<file path="config.mk">
export PLATFORM = sky130hd
export DESIGN_NAME = neuron_core_wb_slave
export DESIGN_NICKNAME = d
export VERILOG_FILES = /design/src/rtl/neuron_core_pkg.sv /design/src/rtl/nc_rd_mux.sv /design/src/rtl/neuron_core_wb_slave.sv
export SDC_FILE = /design/constraint.sdc
export NUM_CORES = 1
export LEC_CHECK = 0
export ABC_CLOCK_PERIOD_IN_PS = 2009
export BUFFER_PORTS_ARGS = -buffer_cell sky130_fd_sc_hd__buf_2
export CAP_MARGIN = 20
export CORE_MARGIN = 4
export CORE_UTILIZATION = 40
export CTS_CLUSTER_DIAMETER = 150
export CTS_CLUSTER_SIZE = 8
export DETAILED_ROUTE_END_ITERATION = 10
export MAX_ROUTING_LAYER = met4
export PLACE_DENSITY = 0.71
export SYNTH_ARGS = -nofsm -noshare
export SYNTH_HDL_FRONTEND = slang
export SYNTH_SLANG_ARGS = --single-unit
</file>
<file path="constraint.sdc">
create_clock -name wb_clk_i -period 2.01 [get_ports wb_clk_i]
set_input_delay 0.3015 -clock wb_clk_i [delete_from_list [all_inputs] [get_ports wb_clk_i]]
set_output_delay 0.3015 -clock wb_clk_i [all_outputs]
set_load 0.02 [all_outputs]
</file>
<file path="src/rtl/neuron_core_pkg.sv">
// Shared types and constants for the neuron core Wishbone front-end.
package neuron_core_pkg;

    // Bus-side transfer sequencing states
    typedef enum logic [1:0] {
        ST_IDLE   = 2'd0,
        ST_ACCESS = 2'd1,
        ST_WAIT   = 2'd2,
        ST_ACK    = 2'd3
    } state_t;

    // Region codes driven on region_o and used to steer read data
    localparam logic [1:0] REG_SYN   = 2'd0;
    localparam logic [1:0] REG_PARAM = 2'd1;
    localparam logic [1:0] REG_SPIKE = 2'd2;
    localparam logic [1:0] REG_NONE  = 2'd3;

    // Default core placement in the user address space
    localparam logic [31:0] BASE_ADDR_DEF  = 32'h3000_0000;
    localparam logic [10:0] TOP_OFFSET_DEF = 11'h603;
    localparam logic [10:0] SPIKE_OFFSET   = 11'h600;

    // Priority select of the decoder outputs; out-of-range always wins
    function automatic logic [1:0] region_pick(
        input logic in_range,
        input logic syn_sel,
        input logic par_sel,
        input logic spk_sel
    );
        logic [1:0] region;
        if (!in_range) begin
            region = REG_NONE;
        end else if (syn_sel) begin
            region = REG_SYN;
        end else if (par_sel) begin
            region = REG_PARAM;
        end else if (spk_sel) begin
            region = REG_SPIKE;
        end else begin
            region = REG_NONE;
        end
        return region;
    endfunction

endpackage

</file>
<file path="src/rtl/nc_rd_mux.sv">
// Read-data select: picks the responding region's data, zero for no region.
module nc_rd_mux
    import neuron_core_pkg::*;
(
    input  logic [1:0]  region,
    input  logic [31:0] synap_rdata,
    input  logic [31:0] param_rdata,
    input  logic [31:0] spike_rdata,
    output logic [31:0] rdata
);

    // 4:1 select keyed on the registered region code
    always_comb begin
        rdata = 32'h0;
        case (region)
            REG_SYN:   rdata = synap_rdata;
            REG_PARAM: rdata = param_rdata;
            REG_SPIKE: rdata = spike_rdata;
            default:   rdata = 32'h0;
        endcase
    end

endmodule

</file>
<file path="src/rtl/neuron_core_wb_slave.sv">
// Wishbone classic slave for the neuron core: registers each request,
// converts decoder region selects into one-cycle access strobes,
// sequences read wait-states and returns a single-cycle acknowledge.
module neuron_core_wb_slave
    import neuron_core_pkg::*;
#(
    parameter logic [31:0] BASE_ADDR  = BASE_ADDR_DEF,
    parameter logic [10:0] TOP_OFFSET = TOP_OFFSET_DEF,
    parameter int unsigned RD_LAT     = 1        // valid range 1..7
) (
    input  logic        wb_clk_i,
    input  logic        wb_rst_i,
    input  logic        wbs_cyc_i,
    input  logic        wbs_stb_i,
    input  logic        wbs_we_i,
    input  logic [3:0]  wbs_sel_i,
    input  logic [31:0] wbs_adr_i,
    input  logic [31:0] wbs_dat_i,
    output logic        wbs_ack_o,
    output logic [31:0] wbs_dat_o,
    output logic [31:0] addr_o,
    input  logic        synap_matrix_i,
    input  logic        param_i,
    input  logic        spike_sel_i,
    input  logic [4:0]  param_num_i,
    output logic        wr_en_o,
    output logic        rd_en_o,
    output logic [1:0]  region_o,
    output logic [4:0]  param_num_o,
    output logic [31:0] wdata_o,
    output logic [3:0]  wsel_o,
    input  logic [31:0] synap_rdata_i,
    input  logic [31:0] param_rdata_i,
    input  logic [31:0] spike_rdata_i
);

    localparam logic [2:0] RD_LAT_CNT = 3'(RD_LAT);

    state_t      state_reg;
    logic [2:0]  cnt_reg;
    logic        we_reg;
    logic        in_range;
    logic [1:0]  region_next;
    logic [31:0] rdata_mux;

    // Range check on the latched address and region priority resolution
    always_comb begin
        in_range    = (addr_o[31:11] == BASE_ADDR[31:11]) &&
                      (addr_o[10:0] <= TOP_OFFSET);
        region_next = region_pick(in_range, synap_matrix_i, param_i, spike_sel_i);
    end

    nc_rd_mux u_rd_mux (
        .region      (region_o),
        .synap_rdata (synap_rdata_i),
        .param_rdata (param_rdata_i),
        .spike_rdata (spike_rdata_i),
        .rdata       (rdata_mux)
    );

    // Transfer state machine; all bus and core-side outputs registered here
    always_ff @(posedge wb_clk_i) begin
        if (wb_rst_i) begin
            state_reg   <= ST_IDLE;
            cnt_reg     <= 3'd0;
            we_reg      <= 1'b0;
            wbs_ack_o   <= 1'b0;
            wbs_dat_o   <= 32'h0;
            addr_o      <= 32'h0;
            wr_en_o     <= 1'b0;
            rd_en_o     <= 1'b0;
            region_o    <= REG_NONE;
            param_num_o <= 5'd0;
            wdata_o     <= 32'h0;
            wsel_o      <= 4'h0;
        end else begin
            // Strobes and ack are single-cycle pulses by default
            wr_en_o   <= 1'b0;
            rd_en_o   <= 1'b0;
            wbs_ack_o <= 1'b0;
            case (state_reg)
                ST_IDLE: begin
                    // The ack cycle itself never accepts, so a master that
                    // holds stb until it sees ack cannot be taken twice.
                    if (wbs_cyc_i && wbs_stb_i && !wbs_ack_o) begin
                        addr_o    <= wbs_adr_i;
                        we_reg    <= wbs_we_i;
                        wsel_o    <= wbs_sel_i;
                        wdata_o   <= wbs_dat_i;
                        state_reg <= ST_ACCESS;
                    end
                end
                ST_ACCESS: begin
                    region_o    <= region_next;
                    param_num_o <= param_num_i;
                    if (we_reg) begin
                        wr_en_o   <= (region_next != REG_NONE);
                        state_reg <= ST_ACK;
                    end else begin
                        rd_en_o   <= (region_next != REG_NONE);
                        cnt_reg   <= RD_LAT_CNT;
                        state_reg <= ST_WAIT;
                    end
                end
                ST_WAIT: begin
                    if (!wbs_cyc_i) begin
                        state_reg <= ST_IDLE;
                    end else begin
                        cnt_reg <= cnt_reg - 3'd1;
                        if (cnt_reg == 3'd1) begin
                            wbs_dat_o <= rdata_mux;
                            state_reg <= ST_ACK;
                        end
                    end
                end
                ST_ACK: begin
                    wbs_ack_o <= wbs_cyc_i;
                    state_reg <= ST_IDLE;
                end
                default: state_reg <= ST_IDLE;
            endcase
        end
    end

endmodule

</file>
; Word level (Yosys, flattened, before mapping)
; Cells that the tools add are included.
[totals]
out_inout_bits = 110
wordCells = 56
in_bits = 177
regBits = 116
[op_classes]
reduce_logical = 14
n_bitwise = 3
add_sub_neg = 1
eq_ne = 12
muxes = 13
n_lt_le_gt_ge = 1
[op_table]
columns = operator, n
row1 = 32-bit one-hot mux with 3 select lines, 1
row2 = "21-bit by 19-bit == test with 1-bit output, second input constant", 1
row3 = 2-bit 2-to-1 mux, 6
row4 = "11-bit <= comparator, second input constant", 1
row5 = "2-bit inequality test, second input constant", 4
row6 = 2-bit one-hot mux with 4 select lines, 1
row7 = "2-bit == test, second input constant", 3
row8 = 3-bit 2-to-1 mux, 2
row9 = 3-bit one-hot mux with 2 select lines, 1
row10 = 3-bit AND reduction, 2
row11 = 3-bit OR reduction, 2
row12 = "2-bit by 1-bit == test with 1-bit output, second input constant", 2
row13 = 2-bit logical NOT, 2
row14 = 2-bit AND reduction, 2
row15 = "3-bit by 1-bit == test with 1-bit output, second input constant", 1
row16 = 1-bit logical AND, 3
row17 = "3-bit inequality test, second input constant", 1
row18 = 1-bit inverter, 3
row19 = "3-bit by 1-bit subtractor with 3-bit output, second input constant", 1
row20 = 1-bit 2-to-1 mux, 2
row21 = 2-bit nonzero test, 1
row22 = 2-bit OR reduction, 1
row23 = 1-bit logical NOT, 1

; Logic depth before layout (Yosys ltp)
[logic_depth]
ltp_word = 5
depth_mapped = 8
ltp_nobuf = 5

; By module
; From an unflattened synthesis, not the netlist that was laid out.
[hier_totals]
cells_unflattened = 605
area_unflattened_um2 = 4998.5
[modules_own_cells]
columns = mod, cells_per_inst, n_inst, area_per_inst_um2, seq_area_each_um2
row1 = neuron_core_wb_slave, 528, 1, 4211.5, 2322.2
row2 = nc_rd_mux, 77, 1, 787.0, 0.0

; Least setup slack after synthesis
; OpenSTA, ideal clock, no wires.
[synth_path]
kind = register to register
from = register region_o[1]
to = register wbs_dat_o[10]
synth_period_minus_slack_ns = 1.440
path_buffers = 2
arrival_ns = 1.294
setup_ns = 0.146
path_stages_with_launch = 7
required_ns = 1.864
path_slack_ns = 0.570
cell_sequence = dfxtp_1 buf_2 buf_4 mux2i_1 nor2_1 a21oi_1 a211oi_2
[synth_via]
elab_chain_len = 2
elab_cells_between_ends = 4
classes_between = eq/ne (2) / mux (1) / reduce/logical (1)
[synth_lines]
columns = element, line_no
row1 = from (decl), neuron_core_wb_slave.sv:28  ; output logic [1:0] region_o,
row2 = from (signal assigned), neuron_core_wb_slave.sv:94  ; region_o <= region_next;
row3 = "2-bit == test, or another cell as far along", nc_rd_mux.sv:15  ; case (region)
row4 = 32-bit one-hot mux with 3 select lines *, nc_rd_mux.sv:15
row5 = to (signal assigned), neuron_core_wb_slave.sv:111  ; wbs_dat_o <= rdata_mux;
row6 = to (decl), neuron_core_wb_slave.sv:20  ; output logic [31:0] wbs_dat_o,
; Every way passes the cells marked *; elsewhere a longest branch is shown, timed or not.
; A chain may end at the register's enable or synchronous reset.

; Worst setup path after layout
[layout_path]
from = register state_reg[1]
to = register wbs_dat_o[24]
[layout_via]
elab_chain_len = 2
[layout_lines]
columns = element, line_no
row1 = from (decl), neuron_core_wb_slave.sv:39  ; state_t state_reg;
row2 = from (signal assigned), neuron_core_wb_slave.sv:64  ; state_reg <= ST_IDLE;
row3 = from (signal assigned), neuron_core_wb_slave.sv:90  ; state_reg <= ST_ACCESS;
row4 = from (signal assigned), neuron_core_wb_slave.sv:98  ; state_reg <= ST_ACK;
row5 = 2-bit == test, neuron_core_wb_slave.sv:81  ; case (state_reg)
row6 = 3-bit AND reduction (no line), --
; No other way between the ends.

==> impl_results.md <==
* Run status: complete, no violations
* RSZ-0062 raised after global routing: no
* Place WS at 0.317 ns
* End of the worst register-to-register path: wbs_dat_o[24]
* CORE AREA at 12000 um^2
* Routed length per instance at 14.6 um
* Die Area at 14100 um^2
* Internal reg-to-reg setup slack at 0.31 ns
* Power density cells at 854 nW/um^2
* Clock Latency Late Sink at 0.40 ns
* Rel. slew slack at 0.635
* LEAKAGE at 0.00339 uW
* Worst-Margin Slew at 0.547 ns
* Reg clk slew, reported paths at 0.06 ns
* CTS H-tree lvls at 4
* Fin Setup TNS at 0 ns
* Layout area overhead at 42.6%
* Seq pwr share at 0.414
* DRC Markers at 0
* Critical Path AT at 2.01 ns
* Final core occ at 0.584
* Kind of critical path: flip-flop to flip-flop
* Seq/Total Area, Yosys at 0.472
* Num CTS Buffers at 17
* Grt ovf at 0
* Switching power total at 1640 uW
* DP Cell Count at 999
* Most frequent cell after synthesis: nand2_1
* Vias in the first global route at 4817
* Hold bufs inserted after CTS at 0
* Initial core utilization at 0.410
* Dpl hpwl at 11200 um
* Worst Hold Class: input port to flip-flop
* Die width at 119 um
* Cell Count, Final, Fillers Out at 1031
* Most used DFF post-synth: dfxtp_1
* Ys Warns at 0
* Synth Instances at 605
* Syn_area_per_cell at 8.14 um^2
* Final hold vios at 0
* Io pins at 287
* Post-CTS Setup Inserts at 0
* Netlist cell types at 32
* Initial antenna violation count at 0
* Startpoint Class: flip-flop
* First-pass GRT wire length at 23800 um
* Final slew viol count at 0
* Final Cycle Share at 0.847
* Drt pass-1 iters at 4
* Worst setup path endpoint: wbs_dat_o[24]
* Buffers on Ports at 286
* Syn Nets at 784
* Clock skew at 0.00655 ns
* Final setup vio count at 0
* Worst setup margin at 0.307 ns
* Max Root-Sink Buffers at 2
* Maxcap violations at 0
* FFs w/ async S/R, synth at 0
* Sw frac at 0.274
* Clock sink count at 116
* Power share of the combinational group at 0.131
* Final WL at 15100 um
* Top Registers: addr_o (32), wbs_dat_o (32), wdata_o (32)
* Post-route antenna net violation count at 0
* CP Max Fanout at 64
* Gr usage total at 0.213
* Worst Path Required at 2.31 ns
* Share of cells above drive strength 1 at 0.403
* NumNets Final at 1050
* Clock root buffer: clkbuf_16
* Clk pwr share at 0.454
* Post-CTS sizing at 0
* Reg2reg path depth at 5
* Iteration-0 DRC Markers at 200
* Total number of vias at 4992
* CTS tree: built
* Reg-to-reg startpoint: state_reg[1]
* Peak supply drop at 529 uV
* CP Launch Point: state_reg[1]
* Antenna Cells at 0
* Post-DR vias/cell at 4.84
* Routability-driven placement congestion ratio at 0.815
* Largest net degree at the start of global routing at 70
* Top post-synthesis cells by area: dfxtp_1 (47%), nand2_1 (12%), a21oi_1 (11%), mux2i_1 (6.5%), nor2_1 (5.5%)
* Synth top area share at 0.472
* Peak Freq at 587 MHz
* Synth Cell Area at 4920 um^2
* EDFF count, synth at 0
* Seq cells post-synth at 116
* Height of the die at 119 um
* Post-synth top cells: nand2_1 (153), dfxtp_1 (116), a21oi_1 (110)
* Row count at 40
* CP Capture Type: flip-flop
* Int Power at 4350 uW
* Dominant cell type by area after synthesis: dfxtp_1
* Final min period at 1.70 ns
-- through the flow --
step	cell area, um^2	hold WS (ns)	total power, uW
finish	7020	0.132	5990
global route	7020	0.125	6250
CTS	7020	0.113	6060
detailed placement	6470	0.443	3330
global placement	6470	0.439	3320
floorplan	4920	0.437	2960
-- layer usage --
layer / vias to the layer above / wire length, um / track usage
met4: 0 / 109 / 0.0529
li1: 2570 / - / -
met5: - / 0 / -
met2: 205 / 7360 / 0.354
met1: 2207 / 6310 / 0.253
met3: 10 / 1290 / 0.0651
-- cell type report --
type	count	area, um^2
clock buffer	18	439
clock inverter	14	106
fill	1135	4990
inverter	4	15.0
multi-input combinational	435	2350
sequential	116	2320
tap	147	184
timing repair buffer	297	1600
-- worst min-delay path by stage --
stage	start	to	slack [ns]	cells past startpoint
6_report	wbs_dat_i[19]	wdata_o[19]	0.13	3
5_1_grt	wbs_sel_i[2]	wsel_o[2]	0.12	3
4_1_cts	wbs_dat_i[5]	wdata_o[5]	0.11	3
3_5_place_dp	wdata_o[15]	wdata_o[15]	0.44	2
3_3_place_gp	wdata_o[11]	wdata_o[11]	0.44	2
2_1_floorplan	wbs_we_i	we_reg	0.44	2
-- worst max-delay path, stage by stage, from the launching register on --
cell	delay, ns
dfxtp_1	0.54
nand3b_4	0.14
nor3b_4	0.27
buf_12	0.30
nor2_1	0.07
a211oi_1	0.24
-- cells in the final DEF (no fill, tap or decap), types with 3 or more instances in the layout --
cell type | netlist | routed
inv_1 | 4 | 4
buf_12 | 0 | 7
mux2i_1 | 32 | 32
buf_2 | 16 | 285
nor4_1 | 6 | 6
clkbuf_16 | 0 | 17
a211oi_1 | 14 | 14
nor3_1 | 6 | 6
clkinvlp_4 | 0 | 4
dfxtp_1 | 116 | 115
a21oi_1 | 110 | 110
buf_4 | 9 | 5
clkinv_4 | 0 | 4
clkinv_2 | 0 | 3
inv_6 | 0 | 3
nor2_1 | 72 | 72
a211oi_2 | 20 | 20
nand2_1 | 153 | 153
-- power by group through the flow --
stage	sequential, uW	clock, uW	combinational, uW
2_1_floorplan	2630	0	330
3_3_place_gp	2530	0	792
3_5_place_dp	2530	0	795
4_1_cts	2480	2780	798
5_1_grt	2500	2880	877
6_report	2480	2720	788
-- kinds of logic after synthesis --
| kind of cell | share of synthesized area |
|---|---|
| xor+xnor | 0.00178 |
| flops | 0.472 |
| mux | 0.0651 |
| buf+inv | 0.0551 |
| compound gates | 0.188 |
| simple gates | 0.213 |
| fa+ha+maj | 0.00508 |
(Power assumes the default switching activity.)
